$ cat config.mk
export PLATFORM = sky130hd
export DESIGN_NAME = keypad_entry_unit
export DESIGN_NICKNAME = d
export VERILOG_FILES = /design/src/rtl/keypad_entry_unit_pkg.sv /design/src/rtl/keypad_entry_unit_key_decoder.sv /design/src/rtl/keypad_entry_unit.sv
export SDC_FILE = /design/constraint.sdc
export NUM_CORES = 1
export LEC_CHECK = 0
export ABC_CLOCK_PERIOD_IN_PS = 2000
export BUFFER_PORTS_ARGS = -buffer_cell sky130_fd_sc_hd__buf_2
export CORE_AREA = 2 2 100 102
export DETAILED_ROUTE_END_ITERATION = 10
export DIE_AREA = 0 0 102 104
export RECOVER_POWER = 25
export SYNTH_ARGS = -nofsm -noshare
export SYNTH_HDL_FRONTEND = slang
export SYNTH_SLANG_ARGS = --single-unit
$ cat constraint.sdc
create_clock -name clk -period 2 [get_ports clk]
set_input_delay 0.2 -clock clk [delete_from_list [all_inputs] [get_ports clk]]
set_output_delay 0.2 -clock clk [all_outputs]
set_load 0.05 [all_outputs]
$ cat src/rtl/keypad_entry_unit_pkg.sv
// Shared keypad definitions: one-cold scan codes, internal key codes, FSM states
// and the key-position lookup used by the coordinate decoder.
package keypad_entry_unit_pkg;

    // One-cold codes driven by the scanner; columns and rows use the same set.
    localparam logic [3:0] ONECOLD_1 = 4'b0111;
    localparam logic [3:0] ONECOLD_2 = 4'b1011;
    localparam logic [3:0] ONECOLD_3 = 4'b1101;
    localparam logic [3:0] ONECOLD_4 = 4'b1110;

    localparam logic [3:0] KEY_BACKSPACE = 4'hE;
    localparam logic [3:0] KEY_ENTER     = 4'hF;

    typedef enum logic [1:0] {
        ST_IDLE = 2'd0,
        ST_EDIT = 2'd1,
        ST_DONE = 2'd2
    } state_t;

    function automatic logic is_onecold(input logic [3:0] v);
        return (v == ONECOLD_1) || (v == ONECOLD_2) ||
               (v == ONECOLD_3) || (v == ONECOLD_4);
    endfunction

    function automatic logic [1:0] onecold_index(input logic [3:0] v);
        logic [1:0] idx;
        case (v)
            ONECOLD_2: idx = 2'd1;
            ONECOLD_3: idx = 2'd2;
            ONECOLD_4: idx = 2'd3;
            default:   idx = 2'd0;
        endcase
        return idx;
    endfunction

    // Physical layout: rows 1 2 3 A / 4 5 6 B / 7 8 9 C / * 0 # D.
    function automatic logic [3:0] key_lookup(input logic [1:0] row_idx,
                                              input logic [1:0] col_idx);
        logic [3:0] code;
        case ({row_idx, col_idx})
            4'b00_00: code = 4'h1;
            4'b00_01: code = 4'h2;
            4'b00_10: code = 4'h3;
            4'b00_11: code = 4'hA;
            4'b01_00: code = 4'h4;
            4'b01_01: code = 4'h5;
            4'b01_10: code = 4'h6;
            4'b01_11: code = 4'hB;
            4'b10_00: code = 4'h7;
            4'b10_01: code = 4'h8;
            4'b10_10: code = 4'h9;
            4'b10_11: code = 4'hC;
            4'b11_00: code = KEY_BACKSPACE;
            4'b11_01: code = 4'h0;
            4'b11_10: code = KEY_ENTER;
            default:  code = 4'hD;
        endcase
        return code;
    endfunction

endpackage

$ cat src/rtl/keypad_entry_unit_key_decoder.sv
// Combinational decode of a {col, row} one-cold strobe into a key class and code.
module keypad_key_decoder
    import keypad_entry_unit_pkg::*;
(
    input  logic [7:0] key_coord,
    output logic       is_event,
    output logic       is_legal,
    output logic       is_digit,
    output logic       is_alpha,
    output logic [3:0] code
);

    logic [3:0] col;
    logic [3:0] row;

    assign col      = key_coord[7:4];
    assign row      = key_coord[3:0];
    assign is_event = |key_coord;
    assign is_legal = is_event && is_onecold(col) && is_onecold(row);

    // Code is forced to 0 on illegal input so nothing downstream sees a stale key.
    assign code     = is_legal ? key_lookup(onecold_index(row), onecold_index(col)) : 4'h0;
    assign is_digit = is_legal && (code <= 4'd9);
    assign is_alpha = is_legal && (code >= 4'hA) && (code <= 4'hD);

endmodule

$ cat src/rtl/keypad_entry_unit.sv
// Keypad number entry: edit buffer with backspace/enter, committed value handed
// to the IO controller through a valid/ack handshake.
module keypad_entry_unit
    import keypad_entry_unit_pkg::*;
#(
    parameter int MAX_DIGITS   = 8,
    parameter bit DECIMAL_ONLY = 1'b0
) (
    input  logic                    clk,
    input  logic                    rst_n,
    input  logic [7:0]              key_coord,
    input  logic                    input_en,
    output logic [4*MAX_DIGITS-1:0] value_out,
    output logic                    value_valid,
    input  logic                    value_ack,
    output logic [4*MAX_DIGITS-1:0] buffer_view,
    output logic [3:0]              digit_cnt,
    output logic                    key_err
);

    localparam int         W       = 4 * MAX_DIGITS;
    localparam logic [3:0] CNT_MAX = 4'(MAX_DIGITS);

    state_t         state, state_nxt;
    logic [W-1:0]   buffer_nxt, value_nxt;
    logic [3:0]     cnt_nxt;
    logic           valid_nxt, err_nxt;

    logic           is_event, is_legal, is_digit, is_alpha;
    logic [3:0]     code;
    logic           accept_nibble;

    keypad_key_decoder u_decoder (
        .key_coord (key_coord),
        .is_event  (is_event),
        .is_legal  (is_legal),
        .is_digit  (is_digit),
        .is_alpha  (is_alpha),
        .code      (code)
    );

    // Hex letters behave as ordinary digits unless the unit is decimal-only.
    assign accept_nibble = is_digit || (is_alpha && !DECIMAL_ONLY);

    always_ff @(posedge clk or negedge rst_n) begin
        if (!rst_n) begin
            state       <= ST_IDLE;
            buffer_view <= '0;
            digit_cnt   <= '0;
            value_out   <= '0;
            value_valid <= 1'b0;
            key_err     <= 1'b0;
        end else begin
            state       <= state_nxt;
            buffer_view <= buffer_nxt;
            digit_cnt   <= cnt_nxt;
            value_out   <= value_nxt;
            value_valid <= valid_nxt;
            key_err     <= err_nxt;
        end
    end

    always_comb begin
        state_nxt  = state;
        buffer_nxt = buffer_view;
        cnt_nxt    = digit_cnt;
        value_nxt  = value_out;
        valid_nxt  = value_valid;
        err_nxt    = 1'b0;

        case (state)
            ST_IDLE: begin
                buffer_nxt = '0;
                cnt_nxt    = '0;
                if (input_en) state_nxt = ST_EDIT;
            end

            ST_EDIT: begin
                // Losing input_en takes priority over any key in the same cycle.
                if (!input_en) begin
                    state_nxt  = ST_IDLE;
                    buffer_nxt = '0;
                    cnt_nxt    = '0;
                end else if (is_event) begin
                    if (!is_legal) begin
                        err_nxt = 1'b1;
                    end else if (accept_nibble) begin
                        if (digit_cnt < CNT_MAX) begin
                            buffer_nxt = {buffer_view[W-5:0], code};
                            cnt_nxt    = digit_cnt + 4'd1;
                        end else begin
                            err_nxt = 1'b1;
                        end
                    end else if (is_alpha) begin
                        err_nxt = 1'b1;
                    end else if (code == KEY_BACKSPACE) begin
                        if (digit_cnt != 4'd0) begin
                            buffer_nxt = buffer_view >> 4;
                            cnt_nxt    = digit_cnt - 4'd1;
                        end
                    end else if (code == KEY_ENTER) begin
                        value_nxt = buffer_view;
                        valid_nxt = 1'b1;
                        state_nxt = ST_DONE;
                    end
                end
            end

            ST_DONE: begin
                if (value_ack) begin
                    valid_nxt  = 1'b0;
                    buffer_nxt = '0;
                    cnt_nxt    = '0;
                    state_nxt  = ST_IDLE;
                end
            end

            default: state_nxt = ST_IDLE;
        endcase
    end

endmodule

# Word level (Yosys, flattened, before mapping)
# Memories as Yosys holds them, arrays and structs flattened.
# Index checks and enable logic that the tools add are counted.
# totals
input_bits	12
mem_bits_ro	64
regBits	72
mem_count	1
mem_bits_rw	0
out_inout_bits	70
latch_bits	0
# mem_list
memory	words	word_bits	read_ports	rd_clocked_by_memory_dff	wr	line	rtl
(name not given)	16	4	1	0	0	keypad_entry_unit_pkg.sv:40	case ({row_idx, col_idx})
# op_classes
n_mul	0
mux	49
eq_ne	31
order_cmp	4
n_bitwise	3
n_addsub	2
reduce_logical	21
div_mod_pow	0
shift	0
# ops
cell	count
two-way mux 32 bit	9
one-hot mux 32 bit (3 select lines)	1
two-way mux 4 bit	10
== test 4 bit, second input constant	8
AND reduction 8 bit	3
two-way mux 2 bit	9
one-hot mux 2 bit (3 select lines)	3
!= test 2 bit, second input constant	8
!= test 4 bit, second input constant	4
two-way mux 1 bit	15
!= test 3 bit, second input constant	5
one-hot mux 4 bit (3 select lines)	1
AND reduction 9 bit	1
== test 4 x 3 -> 1 bit, second input constant	2
less-or-equal comparator 4 bit, second input constant	2
OR reduction 8 bit	1
logical OR 1 bit	7
logical AND 1 bit	5
adder 4 x 1 -> 4 bit, second input constant	1
>= comparator 4 bit, second input constant	1
< comparator 4 bit, second input constant	1
nonzero test 4 bit	1
subtractor 4 x 1 -> 4 bit, second input constant	1
!= test 3 x 2 -> 1 bit, second input constant	1
other kinds (8)	10

# Depth between registers and ports, before layout
# depth
ltp_word	16
ltp_mapped	19
ltp_nobuf	16

# Cells and area by module
# A second synthesis with hierarchy kept.
# unflattened
cells_unflattened	360
hier_area_um2	4020.1
# modules_own_cells
mod	cells_per_inst	seq_area_each_um2	area_per_inst_um2	n_inst
keypad_entry_unit	290	1801.7	3495.9	1
keypad_key_decoder	70	0.0	524.3	1

# Least setup slack after synthesis
# OpenSTA, ideal clock, no wires.
# synth_path
kind	input-to-reg
startpoint	input key_coord[5]
endpoint	register digit_cnt[3]
required_ps	1874
t_arrival_ps	3345
setup_ps	126
slack_ps	-1472
path_buffers	3
path_stages	18
cell_sequence	buf_4 > xor2_1 > nand3_1 > ha_1 > and4b_1 > a21oi_1 > o2bb2ai_1 > a22oi_4 > o21ai_0 > buf_4 > buf_2 > ha_1 > a21o_1 > a21oi_1 > nand3_1 > nor2_1 > a21oi_1 > o32a_1
# synth_between
elab_chain_len	16
# synth_rtl
element	line	rtl
start: declaration	keypad_entry_unit.sv:11	input logic [7:0] key_coord,
branches (longest 16 deep; another with memory read (16 x 4 bit))	-	
end signal: assignment	keypad_entry_unit.sv:56	digit_cnt <= cnt_nxt;
end: declaration	keypad_entry_unit.sv:17	output logic [3:0] digit_cnt,
# Several ways; the timed one is not identified. The select of a mux whose other input is x is not followed.
# A chain may end at the register's enable or synchronous reset.

# Worst setup path after layout
# Same ends and word-level chain as after synthesis.

==> out/metrics.csv <==
metric;value;unit
wire_per_inst;17.9;microns
ff2ff_path_depth;7;
grt_usage;20.3;%
port_buffers;81;
synth_edf_count;0;
tritoncts;built;
synth-seq-cells;72;
holdPathEnd;value_valid$_DFFE_PN0P_;
crit_chain;buf_8, xor2_4, nand3_4, ha_4, and4b_1, a21oi_2, o2bb2ai_2, a22oi_4, o21ai_4, ha_4, a21o_1, a21oi_2, nand3_1, nor2_1, a21oi_1, o32a_1;
num_rows;36;
placed_area;4820;sq um
cp_slowest_cell;and4b_1;
vias_per_cell;5.22;
synthTopCellsByArea;dfrtp_1 48%, mux2_1 9.0%, mux2i_1 8.3%, o2bb2ai_1 7.0%, ha_1 1.7%;
critical_path_cell_count;16;
synth_nets;314;
layout_common_cells;77 x buf_2, 72 x dfrtp_1, 57 x buf_4;
ys_types;61;
synth_warnings;0;
crit_path_end_kind;flop;
yosysTopAreaCell;dfrtp_1;
reg2reg_from;state[1]$_DFFE_PN0P_;
synthSimpleGateAreaFrac;8.30;%
place.gp.congestion;0.825;
mostFrequentLayoutCell;buf_2;
yosysSeqAreaShare;48.2;%
r2r_setup_slack;0.03;ns
critical_path.max_fanout;4;
synth_top_family_by_area;multiplexers;
wirelength;10300;microns
clk_latency;0.34;ns
core_area;9550;sq um
async_reset_ff_share;100;%
first_iter_violations;134;
grt_overflow;0;
synth-compound-area-share;16.2;%
clkTransAtPathRegs;0.08;ns
die_y;104;microns
diodes;0;
area_growth;50.2;%
report.final.slew_viol_count;0;
max_stage_delay;0.26;ns
final_layout_size_suffix_gt1_share;59.4;%
crit_buf_inv;1;
max_freq;411;MHz
syn_area;3740;sq um
r2r_end;value_out[3]$_DFFE_PN0P_;
maxCapViolations;0;
hpwl;6660;microns
grt_max_degree;55;
fill_cells;818;
finalClockSkew;0.0105;ns
arrival;2.66;ns
clockBufferDepth;2;
layout_setup_ws;-0.433;ns
crit_path_start_kind;primary input;
vias;3023;
timing.hold.worst_path_depth;2;
ioPinCount;82;
drtAntennaViolNets;0;
total_power;3050;uW
htree_num_levels;3;
die_w;102;microns
cts_root_buffer;clkbuf_8;
cts_buffers;9;
syn_area_per_cell;12.6;sq um
cts.sinks;72;
grt_pass1_vias;3135;
tightest_slew;1.35;ns
yosys.area_share.xor_xnor;1.37;%
pwr_density_cell;543;nW/um^2
p_leak;0.00289;uW
antenna_found_initial;0;
violations;negative setup slack;
synth_cells;296;
peakVddDrop;0.000442;V
synthAdderAreaFrac;2.21;%
grt_setup_unrepaired;true;
nets;460;
ys.flop_type;dfrtp_1;
grt_pass1_wl;16900;microns
fin_crit;2.43;ns
hold_violations;0;
critPathRequiredTime;2.22;ns
finish.instance_area;5610;sq um
synth_top_area_share;48.2;%
synthMuxAreaShare;18.5;%
status;finished, violations left;
fin_crit_sh;122;%
initial_core_util;39.1;%
critical-path-top-delay-family;compound AO/OA/AOI/OAI gates;
crit_type;in2reg;
first_pass_iters;4;
dieArea;10600;sq um
drc;0;
utilization;58.8;%
setup_viol;70;
hp-class;in2reg;
relSlewSlack;9.96;%
hold_start;value_ack;
## how the worst max path moves through the flow
| stage | from | slack [ns] | to |
|---|---|---|---|
| final | key_coord[5] | -0.43 | digit_cnt[3]$_DFFE_PN0P_ |
| after global routing | key_coord[5] | -0.50 | digit_cnt[3]$_DFFE_PN0P_ |
| after CTS | key_coord[4] | -0.44 | digit_cnt[3]$_DFFE_PN0P_ |
| after detailed placement | key_coord[4] | -0.84 | digit_cnt[3]$_DFFE_PN0P_ |
| after global placement | key_coord[4] | -0.77 | digit_cnt[1]$_DFFE_PN0P_ |
| after floorplan | key_coord[6] | -1.05 | digit_cnt[3]$_DFFE_PN0P_ |
## metal layers
layer / vias up / GRT usage (%) / share of wire [%]
met5: - / 0 / 0
met4: 0 / 5.05 / 0.63
met3: 7 / 4.37 / 4.4
met2: 63 / 31.0 / 48
met1: 1539 / 29.5 / 47
li1: 1414 / - / -
## through the flow
| step | setup slack, ns | hold slack (ns) | setup TNS, ns | cells |
|---|---|---|---|---|
| after floorplan | -1.05 | -0.0956 | -38.09 | 296 |
| after global placement | -0.768 | 0.284 | -46.45 | 541 |
| after detailed placement | -0.836 | 0.295 | -50.48 | 541 |
| after CTS | -0.439 | 0.0406 | -25.09 | 576 |
| after global routing | -0.499 | 0.0445 | -25.55 | 579 |
| final | -0.433 | 0.0552 | -20.39 | 579 |
## Yosys cell counts, drive strengths merged (2+ instances only)
| cell | instances |
|---|---|
| xnor2 | 2 |
| nand2 | 5 |
| o211a | 2 |
| o2bb2ai | 30 |
| a22oi | 2 |
| inv | 10 |
| nor3 | 3 |
| xor2 | 3 |
| clkbuf | 4 |
| o2111ai | 5 |
| ha | 5 |
| nor2b | 2 |
| nor4 | 5 |
| mux2 | 34 |
| a21o | 2 |
| dfrtp | 72 |
| a21oi | 8 |
| buf | 19 |
| mux2i | 31 |
| and3 | 3 |
| nand3 | 7 |
| a211oi | 3 |
| nor2 | 11 |
| and4b | 3 |
| o21ai | 4 |
## state kept, by name (all words and copies together) (netlist names)
register	cells
state	2
value_out	32
buffer_view	32
key_err	1
digit_cnt	4
value_valid	1
## cell families (layout without fill, tap and decap cells)
family,after synthesis,after routing
fa+ha+maj,6,6
mux,65,65
xor+xnor,5,5
compound gates,68,68
buf+inv,33,183
flops,72,72
simple gates,47,47
## cell type report
class | count | area (sq um) | area share (%)
clock buffers | 10 | 138 | 2.45
clock inverters | 5 | 56.3 | 1.00
inverters | 10 | 37.5 | 0.669
multi-input cells | 191 | 2180 | 38.9
flip-flops and latches | 72 | 1800 | 32.1
well taps | 133 | 166 | 2.96
repair buffers | 158 | 1230 | 21.9
## power by group
group | total [uW] | switching (uW) | internal (uW)
registers | 1460 | 3.25 | 1460
logic | 424 | 229 | 195
clock network | 1160 | 560 | 604
total | 3050 | 792 | 2260
## what timing repair did
action | 4_1_cts | 5_1_grt
setup buffers | 15 | 5
setup endpoints to repair | 71 | 71
endpoints found under the hold margin | 52 | 0
hold buffers | 1 | 0
cloned | 5 | 2
pin swaps | 21 | 30
gates resized for setup | 59 | 20
Power figures use the tool's default switching activity.
